<file path="config.mk">
export PLATFORM = sky130hd
export DESIGN_NAME = axi_full_burst_master
export DESIGN_NICKNAME = d
export VERILOG_FILES = /design/src/rtl/axi_pkg.sv /design/src/rtl/axi_beat_checker.sv /design/src/rtl/axi_full_burst_master.sv
export SDC_FILE = /design/constraint.sdc
export NUM_CORES = 1
export LEC_CHECK = 0
export ABC_AREA = 0
export BUFFER_PORTS_ARGS = -buffer_cell sky130_fd_sc_hd__buf_4
export CAP_MARGIN = 10
export CORE_MARGIN = 2
export CORE_UTILIZATION = 43
export DETAILED_ROUTE_END_ITERATION = 6
export PLACE_DENSITY = 0.75
export SLEW_MARGIN = 20
export SYNTH_ARGS = -nofsm -noshare
export SYNTH_HDL_FRONTEND = slang
export SYNTH_SLANG_ARGS = --single-unit
</file>
<file path="constraint.sdc">
create_clock -name M_AXI_ACLK -period 3 [get_ports M_AXI_ACLK]
set_input_delay 0.15 -clock M_AXI_ACLK [delete_from_list [all_inputs] [get_ports M_AXI_ACLK]]
set_output_delay 0.15 -clock M_AXI_ACLK [all_outputs]
set_load 0.02 [all_outputs]
</file>
<file path="src/rtl/axi_pkg.sv">
// Shared types and constants for the AXI full-burst master and its beat checker.
package axi_pkg;

    typedef enum logic [2:0] {
        StIdle,
        StWaddr,
        StWdata,
        StWresp,
        StRaddr,
        StRdata,
        StDone
    } state_e;

    localparam logic [1:0] BURST_INCR = 2'b01;
    localparam logic [1:0] RESP_OKAY  = 2'b00;

    // AxSIZE encoding: log2 of the number of bytes per beat.
    function automatic logic [2:0] size_from_width(input int unsigned width);
        int unsigned bytes;
        logic [2:0]  sz;
        bytes = width / 8;
        sz    = 3'd0;
        for (int i = 0; i < 8; i++) begin
            if (bytes == (32'd1 << i)) begin
                sz = 3'(i);
            end
        end
        return sz;
    endfunction

endpackage

</file>
<file path="src/rtl/axi_beat_checker.sv">
// Compares returned read beats and the write response against expectations and keeps
// a saturating per-test error count.
module axi_beat_checker
    import axi_pkg::*;
#(
    parameter int unsigned DATA_W = 32
) (
    input  logic              clk_i,
    input  logic              rst_ni,
    input  logic              clear_i,
    input  logic              bresp_en_i,
    input  logic [1:0]        bresp_i,
    input  logic              beat_en_i,
    input  logic [DATA_W-1:0] exp_data_i,
    input  logic              exp_last_i,
    input  logic [DATA_W-1:0] rdata_i,
    input  logic [1:0]        rresp_i,
    input  logic              rlast_i,
    output logic [7:0]        err_cnt_o,
    output logic              error_o
);

    logic       beat_bad;
    logic       bresp_bad;
    logic       err_event;
    logic [7:0] cnt_d;
    logic [7:0] cnt_q;
    logic       error_q;

    // Several faults within one beat still count as a single error.
    always_comb begin
        beat_bad  = beat_en_i && ((rdata_i != exp_data_i) || (rresp_i != RESP_OKAY) ||
                                  (rlast_i != exp_last_i));
        bresp_bad = bresp_en_i && (bresp_i != RESP_OKAY);
        err_event = beat_bad || bresp_bad;
        cnt_d     = cnt_q;
        if (clear_i) begin
            cnt_d = 8'd0;
        end else if (err_event && (cnt_q != 8'hFF)) begin
            cnt_d = cnt_q + 8'd1;
        end
    end

    always_ff @(posedge clk_i or negedge rst_ni) begin
        if (!rst_ni) begin
            cnt_q   <= 8'd0;
            error_q <= 1'b0;
        end else begin
            cnt_q   <= cnt_d;
            error_q <= (cnt_d != 8'd0);
        end
    end

    assign err_cnt_o = cnt_q;
    assign error_o   = error_q;

endmodule

</file>
<file path="src/rtl/axi_full_burst_master.sv">
// AXI4 master that writes one INCR burst of an incrementing pattern, reads it back,
// and reports the number of mismatches seen.
module axi_full_burst_master
    import axi_pkg::*;
#(
    parameter int unsigned C_M_AXI_DATA_WIDTH = 32,
    parameter int unsigned C_M_AXI_ADDR_WIDTH = 6,
    parameter int unsigned C_M_AXI_BURST_LEN  = 4
) (
    input  logic                              M_AXI_ACLK,
    input  logic                              M_AXI_ARESETN,
    input  logic                              i_start,
    input  logic [C_M_AXI_ADDR_WIDTH-1:0]     i_base_addr,
    output logic                              o_busy,
    output logic                              o_done,
    output logic                              o_error,
    output logic [7:0]                        o_err_cnt,
    output logic                              M_AXI_AWID,
    output logic [C_M_AXI_ADDR_WIDTH-1:0]     M_AXI_AWADDR,
    output logic [7:0]                        M_AXI_AWLEN,
    output logic [2:0]                        M_AXI_AWSIZE,
    output logic [1:0]                        M_AXI_AWBURST,
    output logic                              M_AXI_AWVALID,
    input  logic                              M_AXI_AWREADY,
    output logic [C_M_AXI_DATA_WIDTH-1:0]     M_AXI_WDATA,
    output logic [C_M_AXI_DATA_WIDTH/8-1:0]   M_AXI_WSTRB,
    output logic                              M_AXI_WLAST,
    output logic                              M_AXI_WVALID,
    input  logic                              M_AXI_WREADY,
    input  logic                              M_AXI_BID,
    input  logic [1:0]                        M_AXI_BRESP,
    input  logic                              M_AXI_BVALID,
    output logic                              M_AXI_BREADY,
    output logic                              M_AXI_ARID,
    output logic [C_M_AXI_ADDR_WIDTH-1:0]     M_AXI_ARADDR,
    output logic [7:0]                        M_AXI_ARLEN,
    output logic [2:0]                        M_AXI_ARSIZE,
    output logic [1:0]                        M_AXI_ARBURST,
    output logic                              M_AXI_ARVALID,
    input  logic                              M_AXI_ARREADY,
    input  logic                              M_AXI_RID,
    input  logic [C_M_AXI_DATA_WIDTH-1:0]     M_AXI_RDATA,
    input  logic [1:0]                        M_AXI_RRESP,
    input  logic                              M_AXI_RLAST,
    input  logic                              M_AXI_RVALID,
    output logic                              M_AXI_RREADY
);

    localparam int unsigned DATA_W    = C_M_AXI_DATA_WIDTH;
    localparam int unsigned ADDR_W    = C_M_AXI_ADDR_WIDTH;
    localparam int unsigned STRB_W    = DATA_W / 8;
    localparam logic [7:0]  LAST_BEAT = 8'(C_M_AXI_BURST_LEN - 1);
    localparam logic [2:0]  AXI_SIZE  = size_from_width(DATA_W);

    state_e              state_q;
    logic [ADDR_W-1:0]   addr_q;
    logic [7:0]          beat_q;
    logic [7:0]          beat_inc;
    logic                awvalid_q;
    logic                wvalid_q;
    logic                wlast_q;
    logic [DATA_W-1:0]   wdata_q;
    logic                bready_q;
    logic                arvalid_q;
    logic                rready_q;
    logic                busy_q;
    logic                done_q;

    logic                start_accept;
    logic                bresp_en;
    logic                beat_en;
    logic [DATA_W-1:0]   exp_data;
    logic                exp_last;
    logic                unused_ids;

    assign beat_inc     = (beat_q != 8'hFF) ? beat_q + 8'd1 : beat_q;
    assign start_accept = (state_q == StIdle) && i_start;
    assign bresp_en     = (state_q == StWresp) && bready_q && M_AXI_BVALID;
    assign beat_en      = (state_q == StRdata) && rready_q && M_AXI_RVALID;
    assign exp_data     = DATA_W'(beat_q) + DATA_W'(1);
    assign exp_last     = (beat_q == LAST_BEAT);
    assign unused_ids   = M_AXI_BID ^ M_AXI_RID;

    always_ff @(posedge M_AXI_ACLK or negedge M_AXI_ARESETN) begin
        if (!M_AXI_ARESETN) begin
            state_q   <= StIdle;
            addr_q    <= '0;
            beat_q    <= 8'd0;
            awvalid_q <= 1'b0;
            wvalid_q  <= 1'b0;
            wlast_q   <= 1'b0;
            wdata_q   <= '0;
            bready_q  <= 1'b0;
            arvalid_q <= 1'b0;
            rready_q  <= 1'b0;
            busy_q    <= 1'b0;
            done_q    <= 1'b0;
        end else begin
            unique case (state_q)
                StIdle: begin
                    if (i_start) begin
                        state_q   <= StWaddr;
                        addr_q    <= i_base_addr;
                        awvalid_q <= 1'b1;
                        busy_q    <= 1'b1;
                    end
                end
                StWaddr: begin
                    if (awvalid_q && M_AXI_AWREADY) begin
                        awvalid_q <= 1'b0;
                        wvalid_q  <= 1'b1;
                        wdata_q   <= DATA_W'(1);
                        wlast_q   <= (LAST_BEAT == 8'd0);
                        beat_q    <= 8'd0;
                        state_q   <= StWdata;
                    end
                end
                StWdata: begin
                    if (wvalid_q && M_AXI_WREADY) begin
                        if (wlast_q) begin
                            wvalid_q <= 1'b0;
                            wlast_q  <= 1'b0;
                            wdata_q  <= '0;
                            bready_q <= 1'b1;
                            state_q  <= StWresp;
                        end else begin
                            beat_q  <= beat_inc;
                            wdata_q <= DATA_W'(beat_inc) + DATA_W'(1);
                            wlast_q <= (beat_inc == LAST_BEAT);
                        end
                    end
                end
                StWresp: begin
                    if (bready_q && M_AXI_BVALID) begin
                        bready_q  <= 1'b0;
                        arvalid_q <= 1'b1;
                        state_q   <= StRaddr;
                    end
                end
                StRaddr: begin
                    if (arvalid_q && M_AXI_ARREADY) begin
                        arvalid_q <= 1'b0;
                        rready_q  <= 1'b1;
                        beat_q    <= 8'd0;
                        state_q   <= StRdata;
                    end
                end
                StRdata: begin
                    // Exit is decided by the beat count; RLAST only feeds the checker.
                    if (rready_q && M_AXI_RVALID) begin
                        if (beat_q == LAST_BEAT) begin
                            rready_q <= 1'b0;
                            done_q   <= 1'b1;
                            state_q  <= StDone;
                        end else begin
                            beat_q <= beat_inc;
                        end
                    end
                end
                StDone: begin
                    done_q  <= 1'b0;
                    busy_q  <= 1'b0;
                    state_q <= StIdle;
                end
                default: begin
                    state_q <= StIdle;
                end
            endcase
        end
    end

    axi_beat_checker #(
        .DATA_W (DATA_W)
    ) u_checker (
        .clk_i      (M_AXI_ACLK),
        .rst_ni     (M_AXI_ARESETN),
        .clear_i    (start_accept),
        .bresp_en_i (bresp_en),
        .bresp_i    (M_AXI_BRESP),
        .beat_en_i  (beat_en),
        .exp_data_i (exp_data),
        .exp_last_i (exp_last),
        .rdata_i    (M_AXI_RDATA),
        .rresp_i    (M_AXI_RRESP),
        .rlast_i    (M_AXI_RLAST),
        .err_cnt_o  (o_err_cnt),
        .error_o    (o_error)
    );

    assign o_busy        = busy_q;
    assign o_done        = done_q;
    assign M_AXI_AWID    = 1'b0;
    assign M_AXI_AWADDR  = addr_q;
    assign M_AXI_AWLEN   = LAST_BEAT;
    assign M_AXI_AWSIZE  = AXI_SIZE;
    assign M_AXI_AWBURST = BURST_INCR;
    assign M_AXI_AWVALID = awvalid_q;
    assign M_AXI_WDATA   = wdata_q;
    assign M_AXI_WSTRB   = {STRB_W{1'b1}};
    assign M_AXI_WLAST   = wlast_q;
    assign M_AXI_WVALID  = wvalid_q;
    assign M_AXI_BREADY  = bready_q;
    assign M_AXI_ARID    = 1'b0;
    assign M_AXI_ARADDR  = addr_q;
    assign M_AXI_ARLEN   = LAST_BEAT;
    assign M_AXI_ARSIZE  = AXI_SIZE;
    assign M_AXI_ARBURST = BURST_INCR;
    assign M_AXI_ARVALID = arvalid_q;
    assign M_AXI_RREADY  = rready_q;

endmodule
</file>
After elaboration in Yosys (flattened, before gate mapping) --
Cells that the tools add are included.
Operators by class: add/subtract/negate cells 4, equality and inequality tests 22, multiplexer cells 48, reductions and logical operators 39
Operators with widths (number):
- $mux 8 | 9
- $mux 32 | 2
- $pmux 32 s2 | 1
- $ne 32x9->1 | 1
- $pmux 8 s4 | 1
- $mux 3 | 8
- $add 8x1->9 const B | 2
- $pmux 3 s6 | 1
- $reduce_bool 2->1 | 9
- $mux 1 | 17
- $add 8x1->8 const B | 2
- $eq 8x2->1 const B | 2
- $ne 8x8->1 const B | 2
- $pmux 1 s2 | 8
- $ne 2x2->1 const B | 7
- $logic_and 1x1->1 | 13
- $reduce_and 3->1 | 4
- $reduce_and 4->1 | 3
- $eq 3x3->1 const B | 3
- $mux 9 | 1
- $reduce_and 8->1 | 1
- $reduce_bool 8->1 | 1
- $reduce_and 7->1 | 1
- $eq 3x2->1 const B | 2
- other kinds (7) | 12
Storage, ports and cells: bits in registers 66, input bits 53, output and inout bits 93, logic and storage cells 127

Logic depth before layout (Yosys ltp) --
word-level depth 10, mapped depth 11, gate-level depth less buffers 10

Modules after synthesis --
From an unflattened synthesis, not the netlist that was laid out.
Second synthesis, totals: cell total of the unflattened synthesis 403, area total of the unflattened synthesis 3448.3 um^2
By module, submodules not included:
- axi_full_burst_master | times used 1, cells an instance 301, area each 2526.2 um^2, sequential area each 850.8 um^2
- axi_beat_checker | times used 1, cells an instance 102, area each 922.1 um^2, sequential area each 225.2 um^2

Worst setup path before layout --
Ideal clock, no wire load.
path type reg2reg, start reg beat_q[4], end reg u_checker.error_q, in the netlist u_checker.error_o, setup time 0.138 ns, arrival 3.009 ns, required time 2.862 ns, path slack -0.147 ns, stages on the path, launching flop included 11, buffers on the path 1, clock period less this slack 3.147 ns, cell sequence dfrtp_1 buf_6 or4_4 nor3_4 xnor2_1 nand4_2 nor4_4 nor2_1 o221a_2 nor4b_2 or4b_1
On the way: longest elaborated chain between the ends 10, elaborated cells on any way between the ends 12, those cells by class add/sub: 1; eq/ne: 3; mux: 2; reduce/logical: 6
Ends and longest elaborated chain:
- start, declared | RTL line axi_full_burst_master.sv:57 | logic [7:0] beat_q;
- start signal, assigned | RTL line axi_full_burst_master.sv:127 | beat_q <= beat_inc;
- start signal, assigned | RTL line axi_full_burst_master.sv:156 | beat_q <= beat_inc;
- $add 8x1->9 | RTL line axi_full_burst_master.sv:80 | assign exp_data = DATA_W'(beat_q) + DATA_W'(1);
- $ne 32x9->1 | RTL line axi_beat_checker.sv:32 | beat_bad = beat_en_i && ((rdata_i != exp_data_i) || (rresp_i != RESP_OKAY) ||
- $logic_or 1x1->1 | RTL line axi_beat_checker.sv:32
- $logic_or 1x1->1 (*) | RTL line axi_beat_checker.sv:32
- $logic_and 1x1->1 (*) | RTL line axi_beat_checker.sv:32
- $logic_or 1x1->1 (*) | RTL line axi_beat_checker.sv:35 | err_event = beat_bad || bresp_bad;
- $logic_and 1x1->1 (*) | RTL line axi_beat_checker.sv:39 | end else if (err_event && (cnt_q != 8'hFF)) begin
- $mux 8 (*) | RTL line axi_beat_checker.sv:39
- $mux 8 (*) | RTL line axi_beat_checker.sv:37 | if (clear_i) begin
- net u_checker.cnt_d[6] | RTL line axi_beat_checker.sv:26 | logic [7:0] cnt_d;
- $reduce_bool 8->1 (*) | RTL line axi_beat_checker.sv:50 | error_q <= (cnt_d != 8'd0);
- end signal, assigned | RTL line axi_beat_checker.sv:50
- end, declared | RTL line axi_beat_checker.sv:28 | logic error_q;
The timed path passes the listed nets; every way through them passes the cells marked *. A chain may end at the register's enable or synchronous reset.

Final worst setup path --
start reg beat_q[5], end reg u_checker.error_q, in the netlist u_checker.error_o
Same word-level chain as after synthesis.

==> out/results.txt <==
Chip Width: 90.76 um
Non-filler cells, final: 585
Post-synth ARST share: 1.000
Setup WS post-layout: -0.1028 ns
Clk_lat worst skew: 0.31 ns
Cell Rows: 31
CTS tree: done
Synth top cells by count: nand2_1, buf_4, dfrtp_1
Initial antenna violation count: 0
First-pass iteration count of the detailed router: 4
Setup CP Type: flop to flop
Max stage delay cell, worst path: or4_4
Antenna cells: 0
Top-area cell type share of the netlist area: 0.3324
Vias per cell: 5.092
Overall power: 2.702 mW
Die ar.: 8237 um^2
Core area: 7253 um^2
Mapped Area: 3237 um^2
Outcome: finished with violations
Highest routed layer: met4
PortBufs: 88
CP peak stage delay: 0.55 ns
Synth area leader: dfrtp_1
Vias: 2979
Clock sink count: 43
Tcrit/Tclk final: 1.034
Cells after synthesis: 387
Grt total ovfl: 0
Most common cell in the netlist: nand2_1
Post-synth EDFFs: 0
WL/cell: 13.38 um
Unique masters post-synth: 59
Power per cell area: 676.1 nW/um^2
CP startpoint kind: flop
Critical path's top delay family: simple AND/OR/NAND/NOR gates
Util after Layout: 0.5510
Buf/Inv on CP: 0
Dpl ws: -0.1088 ns
Final setup TNS: -0.1028 ns
Tmin final: 3.103 ns
Final Hold Viols: 0
Routed Antenna Nets: 0
Routed wire length: 7830 um
Syn avg cell area: 8.364 um^2
Pins Over Slew Limit: 0
Worst-path cell chain: or4_4 > nor3_4 > xnor2_1 > nand4_2 > nor4_4 > nor2_1 > o221a_2 > nor4b_2 > or4b_1
F_max: 322.3 MHz
Io pins: 146
Slew @ Worst Pin: 0.5549 ns
Clk root buf: clkbuf_8
Final Setup Violations: 1
Warnings from Yosys: 0
Largest net degree at the start of global routing: 44
RSZ-0062 raised after global routing: yes
Failing checks: setup timing
Layout cells sized above 1: 0.2942
Final Skew: 0.004834 ns
Worst-path fanout max: 6
Vias in the first global route: 2797
Post-synthesis sequential area ratio: 0.3324
First-pass GRT wire length: 13020 um
Metal-1 WL: 3277 um
Nets: 541
Cts bufs inserted: 5
Detailed placement HPWL: 6063 um
Metal3 WL: 492 um
DRT iter0 DRCs: 195
Area growth from synthesis to layout: 23.46%
Critical Path Sink Type: flop
WL met2: 3936 um
Most common flop cell mapped by yosys: dfrtp_1
Max Cap Violations: 0
Initial core utilization: 0.4463
H-tree Lvls: 2
HP Class: primary input to flop
Max IR drop VDD: 0.4852 mV
Routability cong.: 0.8921
Global Route Usage Sum: 0.1918
CP arrival: 3.29 ns
Vert. Die Dim: 90.76 um
Flops & latches, synth: 43
Lkg Pwr: 1.955 nW
DR DRC count: 0
Relative slew slack: 0.6300
Most area-consuming cells after synthesis: dfrtp_1, buf_4, nand2_1
Worst path required time: 3.18 ns
Bufs on Longest Clock Path: 2
Placed Cells incl. Taps: 575
Clock transition at path regs: 0.08 ns
[cell type report]
type | count | area [um^2]
Multi-Input combinational cell | 314 | 1800
Sequential cell | 43 | 1076
Timing Repair Buffer | 117 | 880.8
Inverter | 4 | 15.01
Fill cell | 676 | 3257
Clock buffer | 8 | 100.1
Tap cell | 99 | 123.9
[state kept, by name, indices dropped and copies added (netlist names), 3 cells and up]
name                 count
beat_q                   8
M_AXI_WDATA              9
M_AXI_ARADDR             6
u_checker.err_cnt_o      8
state_q                  3
[worst register-to-register path: cells and delay by family (launching register included)]
kind | cells | cell delay (ns)
compound gates | 1 | 0.26
xor+xnor | 1 | 0.15
simple gates | 7 | 2.17
flops | 1 | 0.38
[stage by stage]
| step | cell area (um^2) | hold WS [ns] |
|---|---|---|
| 5_1_grt | 3996 | 0.03708 |
| 4_1_cts | 3989 | 0.02811 |
| 6_report | 3996 | 0.03342 |
| 3_3_place_gp | 3871 | 0.1687 |
| 3_5_place_dp | 3871 | 0.1743 |
| 2_1_floorplan | 3443 | -0.1456 |
[metal layers]
layer	vias to the layer above	GRT usage
li1	1433	-
met1	1425	0.2479
met2	110	0.3234
met3	11	0.03172
met4	0	0.06795
met5	-	0
[repair_timing]
| item | CTS | global route |
|---|---|---|
| setup buffers | 1 | 0 |
| endpoints found under the hold margin | 43 | 0 |
| pin swaps | 2 | 1 |
| hold buffers | 1 | 0 |
| resized for setup | 0 | 1 |
| setup endpoints to repair | 1 | 1 |
[cell families after synthesis]
| group | after synthesis | share of synthesized area |
|---|---|---|
| simple gates | 161 | 0.2602 |
| fa+ha+maj | 3 | 0.01160 |
| buf+inv | 83 | 0.1774 |
| compound gates | 66 | 0.1341 |
| flops | 43 | 0.3324 |
| other cells | 2 | 0.002320 |
| xor+xnor | 21 | 0.05682 |
| mux | 8 | 0.02513 |
[power by group]
group	internal, mW	total (mW)	switching (mW)
sequential	0.722	0.856	0.134
combinational	0.582	1.43	0.851
clock	0.210	0.414	0.204
total	1.51	2.70	1.19
[cells in the final DEF, fill, tap and decap left out, types with 4 or more instances in the layout]
cell      instances
nor4_1            6
o21ai_0          24
nand2_1          65
xnor2_1          12
mux2i_1           7
clkbuf_8          7
a22o_1            6
a21oi_1           8
dfrtp_1          43
nand4_1           7
nand2b_1          7
xor2_1            8
a31oi_1           4
nor2_1           24
nor3_1            5
o31ai_1           6
and3_1            4
buf_4           116
conb_1           55
nand3_1          15
inv_1             4
[final timing paths]
| kind | from | depth (start not counted) | slack, ns | end |
|---|---|---|---|---|
| setup reg to reg | beat_q[5] | 9 | -0.10 | u_checker.error_o |
| hold reg to reg | M_AXI_WDATA[8] | 2 | 0.48 | M_AXI_WDATA[8] |
| min in group asynchronous | M_AXI_ARESETN | 2 | 0.37 | M_AXI_ARADDR[1] |
| max in group asynchronous | M_AXI_ARESETN | 2 | 2.24 | beat_q[2] |
| hold / removal | i_base_addr[5] | 3 | 0.03 | M_AXI_ARADDR[5] |
| setup / recovery | beat_q[5] | 9 | -0.10 | u_checker.error_o |
Power figures use the tool's default switching activity.
